File: config.mk
export PLATFORM = sky130hd
export DESIGN_NAME = imem_boot_loader_flat
export DESIGN_NICKNAME = d
export VERILOG_FILES = /design/src/rtl/imem_boot_loader_if.sv /design/src/rtl/imem_boot_loader.sv /design/src/flat_wrapper.sv
export SDC_FILE = /design/constraint.sdc
export NUM_CORES = 1
export LEC_CHECK = 0
export ABC_AREA = 1
export BUFFER_PORTS_ARGS = -buffer_cell sky130_fd_sc_hd__buf_2
export CORE_UTILIZATION = 54
export CTS_BUF_LIST = sky130_fd_sc_hd__clkbuf_2
export DETAILED_ROUTE_END_ITERATION = 7
export PLACE_DENSITY = 0.79
export SLEW_MARGIN = 20
export SYNTH_ARGS = -nofsm -noshare
export SYNTH_HDL_FRONTEND = slang
export SYNTH_SLANG_ARGS = --single-unit
File: constraint.sdc
create_clock -name clk -period 2.6 [get_ports clk]
set_input_delay 0.78 -clock clk [delete_from_list [all_inputs] [get_ports clk]]
set_output_delay 0.78 -clock clk [all_outputs]
set_load 0.03 [all_outputs]
File: src/rtl/imem_boot_loader_if.sv
// ---------------------------------------------------------------------------
// imem_boot_loader_if
//   Bundles the byte-stream input, the instruction-memory write port and the
//   status lines of the boot loader.
//   master : byte source / observer (drives rx_data, rx_valid)
//   slave  : the loader (accepts bytes, drives imem write and status)
//   Signals:
//     rx_data[7:0]     incoming byte
//     rx_valid         rx_data valid this cycle
//     rx_ready         loader can accept a byte
//     imem_we          instruction memory write strobe (one-cycle pulse)
//     imem_addr[15:0]  byte address of the write (always even)
//     imem_wdata[15:0] instruction word
//     cpu_reset        CPU reset, high until the image is loaded
//     busy             a frame is in progress
//     load_done        image loaded (sticky until reset)
//     load_error       frame rejected (sticky until the next sync byte)
// ---------------------------------------------------------------------------
interface imem_boot_loader_if;
    logic [7:0]  rx_data;
    logic        rx_valid;
    logic        rx_ready;
    logic        imem_we;
    logic [15:0] imem_addr;
    logic [15:0] imem_wdata;
    logic        cpu_reset;
    logic        busy;
    logic        load_done;
    logic        load_error;

    modport master (
        output rx_data, rx_valid,
        input  rx_ready, imem_we, imem_addr, imem_wdata,
        input  cpu_reset, busy, load_done, load_error
    );

    modport slave (
        input  rx_data, rx_valid,
        output rx_ready, imem_we, imem_addr, imem_wdata,
        output cpu_reset, busy, load_done, load_error
    );
endinterface

File: src/rtl/imem_boot_loader.sv
// ---------------------------------------------------------------------------
// imem_boot_loader
//   Receives a framed boot image as a byte stream and writes it as 16-bit
//   words into the CPU instruction memory, holding the CPU in reset until a
//   complete, valid image has been written.
//   Frame: SYNC_BYTE, LEN_HI, LEN_LO, N x (HI, LO) [, CHK]
//   Optional feature: define CHECKSUM_EN to require a trailing modulo-256
//   checksum byte covering LEN_HI, LEN_LO and every data byte.
//   Ports:
//     clk    clock
//     reset  asynchronous, active-high
//     bus    imem_boot_loader_if.slave (byte input, imem write, status)
//   All outputs are registered.
// ---------------------------------------------------------------------------
module imem_boot_loader #(
    parameter logic [15:0] BASE_ADDR = 16'h0000,
    parameter int          MAX_WORDS = 256,
    parameter logic [7:0]  SYNC_BYTE = 8'hA5
) (
    input  logic                clk,
    input  logic                reset,
    imem_boot_loader_if.slave   bus
);

    typedef enum logic [3:0] {
        S_SYNC, S_LEN_H, S_LEN_L, S_DAT_H, S_DAT_L, S_WR, S_CHK, S_DONE, S_ERROR
    } state_t;

    // 17 bits so a MAX_WORDS of 65536 still compares correctly against len
    localparam logic [16:0] MAX_W = 17'(MAX_WORDS);

    // State that follows the final word (or an empty image)
`ifdef CHECKSUM_EN
    localparam state_t S_FIN = S_CHK;
`else
    localparam state_t S_FIN = S_DONE;
`endif

    state_t      state, next_state;
    logic [15:0] len;
    logic [15:0] k;
    logic        acc;
    logic [15:0] len_in;

    logic        rx_ready_d, imem_we_d, cpu_reset_d, busy_d, load_done_d, load_error_d;
    logic [15:0] addr_d;

    assign acc    = bus.rx_valid & bus.rx_ready;
    // Full length as seen in the LEN_L cycle, before it is latched
    assign len_in = {len[15:8], bus.rx_data};

`ifdef CHECKSUM_EN
    logic [7:0] sum;

    always_ff @(posedge clk or posedge reset) begin
        if (reset) begin
            sum <= 8'h00;
        end else if (acc) begin
            case (state)
                S_SYNC, S_ERROR:                    sum <= 8'h00;
                S_LEN_H, S_LEN_L, S_DAT_H, S_DAT_L: sum <= sum + bus.rx_data;
                default:                            sum <= sum;
            endcase
        end
    end
`endif

    // State register
    always_ff @(posedge clk or posedge reset) begin
        if (reset) state <= S_SYNC;
        else       state <= next_state;
    end

    // Next-state logic
    always_comb begin
        next_state = state;
        case (state)
            S_SYNC:  if (acc && bus.rx_data == SYNC_BYTE) next_state = S_LEN_H;
            S_LEN_H: if (acc) next_state = S_LEN_L;
            S_LEN_L: begin
                if (acc) begin
                    if ({1'b0, len_in} > MAX_W) next_state = S_ERROR;
                    else if (len_in == 16'd0)   next_state = S_FIN;
                    else                        next_state = S_DAT_H;
                end
            end
            S_DAT_H: if (acc) next_state = S_DAT_L;
            S_DAT_L: if (acc) next_state = S_WR;
            S_WR:    next_state = (k == len - 16'd1) ? S_FIN : S_DAT_H;
`ifdef CHECKSUM_EN
            S_CHK:   if (acc) next_state = (bus.rx_data == sum) ? S_DONE : S_ERROR;
`endif
            S_DONE:  next_state = S_DONE;
            S_ERROR: if (acc && bus.rx_data == SYNC_BYTE) next_state = S_LEN_H;
            default: next_state = S_SYNC;
        endcase
    end

    // Output decode from the upcoming state so the registered outputs line
    // up with the state they describe
    always_comb begin
        rx_ready_d   = !(next_state == S_WR || next_state == S_DONE);
        imem_we_d    = (next_state == S_WR);
        cpu_reset_d  = (next_state != S_DONE);
        busy_d       = !(next_state == S_SYNC || next_state == S_DONE ||
                         next_state == S_ERROR);
        load_done_d  = (next_state == S_DONE);
        load_error_d = (next_state == S_ERROR);
        addr_d       = BASE_ADDR + {k[14:0], 1'b0};
    end

    // Length and word-index tracking
    always_ff @(posedge clk or posedge reset) begin
        if (reset) begin
            len <= 16'h0000;
            k   <= 16'h0000;
        end else begin
            case (state)
                S_LEN_H: if (acc) len[15:8] <= bus.rx_data;
                S_LEN_L: if (acc) begin
                    len[7:0] <= bus.rx_data;
                    k        <= 16'h0000;
                end
                S_WR:    if (next_state == S_DAT_H) k <= k + 16'd1;
                default: ;
            endcase
        end
    end

    // Registered outputs
    always_ff @(posedge clk or posedge reset) begin
        if (reset) begin
            bus.rx_ready   <= 1'b1;
            bus.imem_we    <= 1'b0;
            bus.imem_addr  <= BASE_ADDR;
            bus.imem_wdata <= 16'h0000;
            bus.cpu_reset  <= 1'b1;
            bus.busy       <= 1'b0;
            bus.load_done  <= 1'b0;
            bus.load_error <= 1'b0;
        end else begin
            bus.rx_ready   <= rx_ready_d;
            bus.imem_we    <= imem_we_d;
            bus.cpu_reset  <= cpu_reset_d;
            bus.busy       <= busy_d;
            bus.load_done  <= load_done_d;
            bus.load_error <= load_error_d;
            if (imem_we_d) bus.imem_addr <= addr_d;
            if (acc && state == S_DAT_H) bus.imem_wdata[15:8] <= bus.rx_data;
            if (acc && state == S_DAT_L) bus.imem_wdata[7:0]  <= bus.rx_data;
        end
    end

endmodule

File: src/flat_wrapper.sv
// flat-port wrapper written by rule: the top's interface ports become plain ports
module imem_boot_loader_flat 
#(
    parameter logic [15:0] BASE_ADDR = 16'h0000,
    parameter int          MAX_WORDS = 256,
    parameter logic [7:0]  SYNC_BYTE = 8'hA5
)
  (clk, reset, bus_rx_data, bus_rx_valid, bus_rx_ready, bus_imem_we, bus_imem_addr, bus_imem_wdata, bus_cpu_reset, bus_busy, bus_load_done, bus_load_error);
  imem_boot_loader_if bus_i ();
  input  logic clk;
  input  logic reset;
  input wire logic [$bits(bus_i.rx_data)-1:0] bus_rx_data;
  input wire logic [$bits(bus_i.rx_valid)-1:0] bus_rx_valid;
  output wire logic [$bits(bus_i.rx_ready)-1:0] bus_rx_ready;
  output wire logic [$bits(bus_i.imem_we)-1:0] bus_imem_we;
  output wire logic [$bits(bus_i.imem_addr)-1:0] bus_imem_addr;
  output wire logic [$bits(bus_i.imem_wdata)-1:0] bus_imem_wdata;
  output wire logic [$bits(bus_i.cpu_reset)-1:0] bus_cpu_reset;
  output wire logic [$bits(bus_i.busy)-1:0] bus_busy;
  output wire logic [$bits(bus_i.load_done)-1:0] bus_load_done;
  output wire logic [$bits(bus_i.load_error)-1:0] bus_load_error;
  assign bus_i.rx_data = bus_rx_data;
  assign bus_i.rx_valid = bus_rx_valid;
  assign bus_rx_ready = bus_i.rx_ready;
  assign bus_imem_we = bus_i.imem_we;
  assign bus_imem_addr = bus_i.imem_addr;
  assign bus_imem_wdata = bus_i.imem_wdata;
  assign bus_cpu_reset = bus_i.cpu_reset;
  assign bus_busy = bus_i.busy;
  assign bus_load_done = bus_i.load_done;
  assign bus_load_error = bus_i.load_error;
  imem_boot_loader #(.BASE_ADDR(BASE_ADDR), .MAX_WORDS(MAX_WORDS), .SYNC_BYTE(SYNC_BYTE)) u_core (.clk(clk), .reset(reset), .bus(bus_i));
endmodule
Word level (Yosys, flattened, before mapping) --
Cells that the tools add are included. W data, S select, Z words.
Storage, ports and cells: register bits after elaboration 73, input port bits 11, logic and storage cells 61
Operators by class: add/sub/neg operators 2, order comparisons 1, eq/ne operators 16, mux-type cells 12, bitwise operators 1, reduce and logical (&&, ||, !) cells 16
Operator list (count):
- $mux W16 | 2
- $pmux W16 S2 | 1
- $pmux W4 S7 | 1
- $mux W4 | 6
- $eq A4 B3 Y1 const B | 5
- $add A16 B1 Y16 const B | 1
- $eq A16 B16 Y1 | 1
- $gt A16 B9 Y1 const B | 1
- $logic_not A16 Y1 | 1
- $sub A16 B1 Y16 const B | 1
- $eq A4 B2 Y1 const B | 3
- $eq A4 B4 Y1 const B | 2
- $eq A8 B8 Y1 const B | 1
- $logic_not A4 Y1 | 2
- $mux W3 | 2
- $eq A4 B1 Y1 const B | 1
- $ne A2 B1 Y1 const B | 2
- $ne A4 B3 Y1 const B | 1
- $reduce_and A2 Y1 | 2
- $logic_and A1 B1 Y1 | 3
- $logic_or A1 B1 Y1 | 3
- $reduce_and A3 Y1 | 1
- $logic_not A1 Y1 | 2
- $reduce_bool A2 Y1 | 1
- other kinds (2) | 2

Logic depth before layout (Yosys ltp) --
depth after elaboration 9, gate-level depth with buffers 18

Worst setup path before layout --
Ideal clock, no wire load.
path type reg-to-reg, start reg u_core.len[0], end reg u_core.k[4], data arrival time 1.853 ns, required time 2.483 ns, setup slack 0.630 ns, stages on the path, launching flop included 17, period minus slack after synthesis 1.970 ns, path through dfrtp_1 > inv_1 > ha_1 > nand3_2 > nor2_4 > nand2_1 > nor2_1 > nand2_1 > nand2_1 > clkinv_1 > nor2_2 > nand2_2 > nand3_4 > nand2_4 > buf_6 > nand2_2 > nand2_1
Between the ends: cells in the longest elaborated chain, start to end 7
Ends and longest elaborated chain:
- start: declaration | RTL line imem_boot_loader.sv:40 | logic [15:0] len;
- start signal: assignment | RTL line imem_boot_loader.sv:121 | len[7:0] <= bus.rx_data;
- $sub A16 B1 Y16 | RTL line imem_boot_loader.sv:89 | S_WR: next_state = (k == len - 16'd1) ? S_FIN : S_DAT_H;
- $eq A16 B16 Y1 | RTL line imem_boot_loader.sv:89
- $mux W3 | RTL line imem_boot_loader.sv:89
- $pmux W4 S7 | RTL line imem_boot_loader.sv:77 | case (state)
- $eq A4 B2 Y1 | RTL line imem_boot_loader.sv:124 | S_WR: if (next_state == S_DAT_H) k <= k + 16'd1;
- $ne A2 B1 Y1 (no source line)
- $reduce_and A3 Y1 (no source line)
- end signal: assignment | RTL line imem_boot_loader.sv:124
- end: declaration | RTL line imem_boot_loader.sv:41 | logic [15:0] k;
Every way passes these cells. A chain may end at the register's enable or synchronous reset.

Worst setup path in the final report --
start reg u_core.len[0], end reg u_core.k[2]
Same word-level chain as after synthesis.

==> run summary <==
### Critical path
- critical path start-end classification: reg -> reg
- startpoint type of the worst setup path: flip-flop
- cells along the critical path: inv_1 -> ha_1 -> nand3_2 -> nor2_4 -> nand2_1 -> nor2_1 -> nand2_1 -> nand2_1 -> clkinv_1 -> nor2_2 -> nand2_2 -> nand3_4 -> nand2_8 -> nand2_2 -> nand2_1
- worst endpoint required time: 3.03 ns
- Critical Path Slowest Stage Cell: sky130_fd_sc_hd__dfrtp_1
- arrival time worst endpoint: 2.73 ns
- Crit path top cell by count: sky130_fd_sc_hd__nand2_1
- type of destination of the critical path: flip-flop
- Max Fanout on Critical Path: 17
- CP peak stage delay: 0.44 ns

### Logic synthesis
- mean instance size in the synthesized netlist: 7.385 um^2
- post-synthesis sequential area ratio: 45.70%
- most common flop cell mapped by yosys: sky130_fd_sc_hd__dfrtp_1
- number of enable flip-flop cells after synthesis: 0
- warning count from the yosys run: 0
- Synth top cells by count: sky130_fd_sc_hd__nand2_1 (181), sky130_fd_sc_hd__dfrtp_1 (71), sky130_fd_sc_hd__inv_1 (54)
- top post-synthesis cells by area: sky130_fd_sc_hd__dfrtp_1 (44%), sky130_fd_sc_hd__nand2_1 (17%), sky130_fd_sc_hd__o21ai_0 (5.3%)
- Synth area leader: sky130_fd_sc_hd__dfrtp_1
- Post-Synthesis Net Count: 555
- total standard cell area after synthesis: 0.004003 mm^2
- share of Yosys cell area claimed by the top area cell type: 44.39%
- number of synthesized register bits: 73
- distinct cell type count after synthesis: 33
- Cells after Synth: 542
- Synth async-reset ratio: 100.0%
- most used standard cell by instance count after synthesis: sky130_fd_sc_hd__nand2_1

### STA
- post-route fraction of the period consumed by the critical path: 88.75%
- skew final: 0.01541 ns
- top achievable clock speed: 433.4 MHz
- min Tclk post-route: 2.307 ns
- smallest hold slack: 0.3349 ns
- summed negative setup slack over all endpoints: 0 ns
- Slew Limit Headroom: 65.28%
- final hold violation count: 0
- setup repair after global routing missed its margin: no
- Setup-failing EPs final: 0
- slew of the pin with the lowest slew margin: 0.5169 ns
- pins over their slew limit: 0

### Placed design
- Placer Congestion: 0.9575
- cell area after placement: 0.004360 mm^2
- half-perimeter wire length after placement: 6698 um
- quantity of I/O buffers inserted on ports: 47

### Routing
- Vias per Instance: 5.220
- drt wl/cell: 13.39 um
- number of design rule violations left after detail routing: 0
- count of routing violations after the opening detailed-route iteration: 243
- DR pass1 iterations: 5
- routed wire length: 9322 um
- Via Count: 3633
- Antenna Violating Nets Remaining: 0

### Die
- Die ar.: 0.007761 mm^2
- num ports: 49
- row count: 31
- Die Y: 88.10 um
- Initial Util: 55.48%
- horizontal extent of the die: 88.10 um
- total core area: 0.007214 mm^2

### Layout
- fraction of layout cells with a size suffix above 1: 17.76%
- area of the multi-input gates: 0.001872 mm^2
- Design Area, Final: 0.004552 mm^2
- # diodes: 0
- Area growth, synth to finish: 13.72%
- count of fill cells added during filler insertion: 664
- register area: 0.001829 mm^2
- net total in the final layout: 605

### Global routing
- wire length of the first global-routing pass: 16110 um
- GR Overflow Total: 0
- initial antenna violation count: 0
- global-route met1 utilization: 36.24%
- vias in the first global route: 3428
- pin count of the biggest net entering global routing: 74
- M3 GR Usage: 4.053%
- met2 Track Usage GR: 45.10%
- layer with the highest usage after global routing: met2
- total routing resource utilization after global routing: 27.49%

### Clock network
- H-tree level count: 3
- number of buffers created by CTS: 9
- CTS tree: done
- CTS clock-pin slew for the worst setup and hold paths: 0.20 ns
- clock latency at the later pin of the worst-skew pair: 0.52 ns
- # resized after CTS: 0
- count of buffers added by post-CTS timing repair for setup: 0
- number of buffers on the longest clock path: 2
- Clock Sink Count: 73
- root buffer cell: sky130_fd_sc_hd__clkbuf_2
- CTS Hold Bufs: 0

### Pwr
- power consumption: 4.424 mW
- power per standard cell area: 971.8 mW/mm^2
- Leak Pwr: 2.369 nW
- VDD IR-drop max: 0.6476 mV

### Job
- reported max-cap violation count: 0

### Run status
- run status: completed

### Hold path
- Hold/Removal Path Class: in -> async

==> through the flow <==
stage / utilization [%] / cells / setup slack [ns]
2_1_floorplan: - / 542 / 0.6300
3_3_place_gp: 60.44 / 680 / 0.3329
4_1_cts: 62.97 / 696 / 0.2706
6_report: 63.09 / 696 / 0.2926
3_5_place_dp: 60.44 / 680 / 0.2623
5_1_grt: 63.09 / 696 / 0.02410
==> power breakdown <==
group / internal, mW / total, mW / leakage, nW / switching, mW
sequential: 1.41 / 1.67 / 0.967 / 0.261
combinational: 0.577 / 1.84 / 1.30 / 1.26
clock: 0.519 / 0.916 / 0.102 / 0.397
total: 2.51 / 4.42 / 2.37 / 1.92
==> path summary, 6_finish.rpt <==
| path | startpoint | to | slack, ns | depth (start not counted) |
|---|---|---|---|---|
| worst max-delay path | u_core.len[0] | u_core.k[2] | 0.29 | 15 |
| worst min-delay path | reset | u_core.len[0] | 0.33 | 3 |
| worst max register to register | u_core.len[0] | u_core.k[2] | 0.29 | 15 |
| worst min register to register | u_core.bus.imem_addr[6] | u_core.bus.imem_addr[6] | 0.49 | 2 |
| max in group asynchronous | reset | u_core.bus.rx_ready | 1.93 | 3 |
| min in group clk | u_core.bus.imem_addr[6] | u_core.bus.imem_addr[6] | 0.49 | 2 |
==> critical path: cells and delay by family, from the launching register on <==
kind	cells	cell delay, ns
buffers and inverters	2	0.19
AND/OR/NAND/NOR	12	1.34
flip-flops	1	0.44
adder cells (fa/ha/maj)	1	0.23
==> state kept, by name, indices dropped and copies added, names as in the netlist <==
name                   cells
u_core.bus.imem_wdata     16
u_core.bus.cpu_reset       1
u_core.bus.load_error      1
u_core.bus.busy            1
u_core.k                  16
u_core.bus.rx_ready        1
u_core.bus.imem_we         1
u_core.bus.imem_addr      15
u_core.state               4
u_core.len                16
u_core.bus.load_done       1
==> layout make-up <==
cell class                      instances  area share (%)
Clock buffer                           11           1.209
Clock inverter                          5           2.804
Tap cell                               99           2.721
Sequential cell                        73           40.19
Multi-Input combinational cell        392           41.12
Inverter                               60           5.030
Timing Repair Buffer                   56           6.927
==> cells in the final DEF (no fill, tap or decap), types with 2 or more instances in the layout <==
cell,n
sky130_fd_sc_hd__o21ai_0,42
sky130_fd_sc_hd__nand4_1,10
sky130_fd_sc_hd__buf_2,47
sky130_fd_sc_hd__inv_2,4
sky130_fd_sc_hd__nand3b_1,3
sky130_fd_sc_hd__nor2_2,7
sky130_fd_sc_hd__clkinv_1,2
sky130_fd_sc_hd__xor2_1,16
sky130_fd_sc_hd__nor3_1,10
sky130_fd_sc_hd__nand2_1,181
sky130_fd_sc_hd__nand3_1,34
sky130_fd_sc_hd__o21ai_1,5
sky130_fd_sc_hd__dfrtp_1,71
sky130_fd_sc_hd__inv_1,53
sky130_fd_sc_hd__nor2_1,52
sky130_fd_sc_hd__nand2_2,13
sky130_fd_sc_hd__clkinvlp_4,2
sky130_fd_sc_hd__nor3b_1,2
sky130_fd_sc_hd__buf_4,8
sky130_fd_sc_hd__dfstp_2,2
sky130_fd_sc_hd__clkbuf_2,11
sky130_fd_sc_hd__nor2_4,3
sky130_fd_sc_hd__bufinv_16,4
sky130_fd_sc_hd__ha_1,2
sky130_fd_sc_hd__xnor2_1,4
==> routing by layer <==
layer  part of all wire, %  vias up
met4                   2.5        0
met5                     0        -
li1                      -     1790
met3                   5.4       24
met2                    46      139
met1                    46     1680
==> cell families (layout without fill, tap and decap cells) <==
| group | Yosys count | in the layout | share of synthesized area [%] |
|---|---|---|---|
| adders and majority gates | 2 | 2 | 0.6251 |
| buffers and inverters | 77 | 132 | 7.752 |
| AOI/OAI and AO/OA | 49 | 49 | 6.252 |
| DFF | 73 | 73 | 45.70 |
| xor gates and xnor gates | 20 | 20 | 4.376 |
| and+or+nand+nor | 320 | 320 | 35.20 |
| other | 1 | 1 | 0.09369 |
Note: power is estimated with default switching activity, not from simulation.
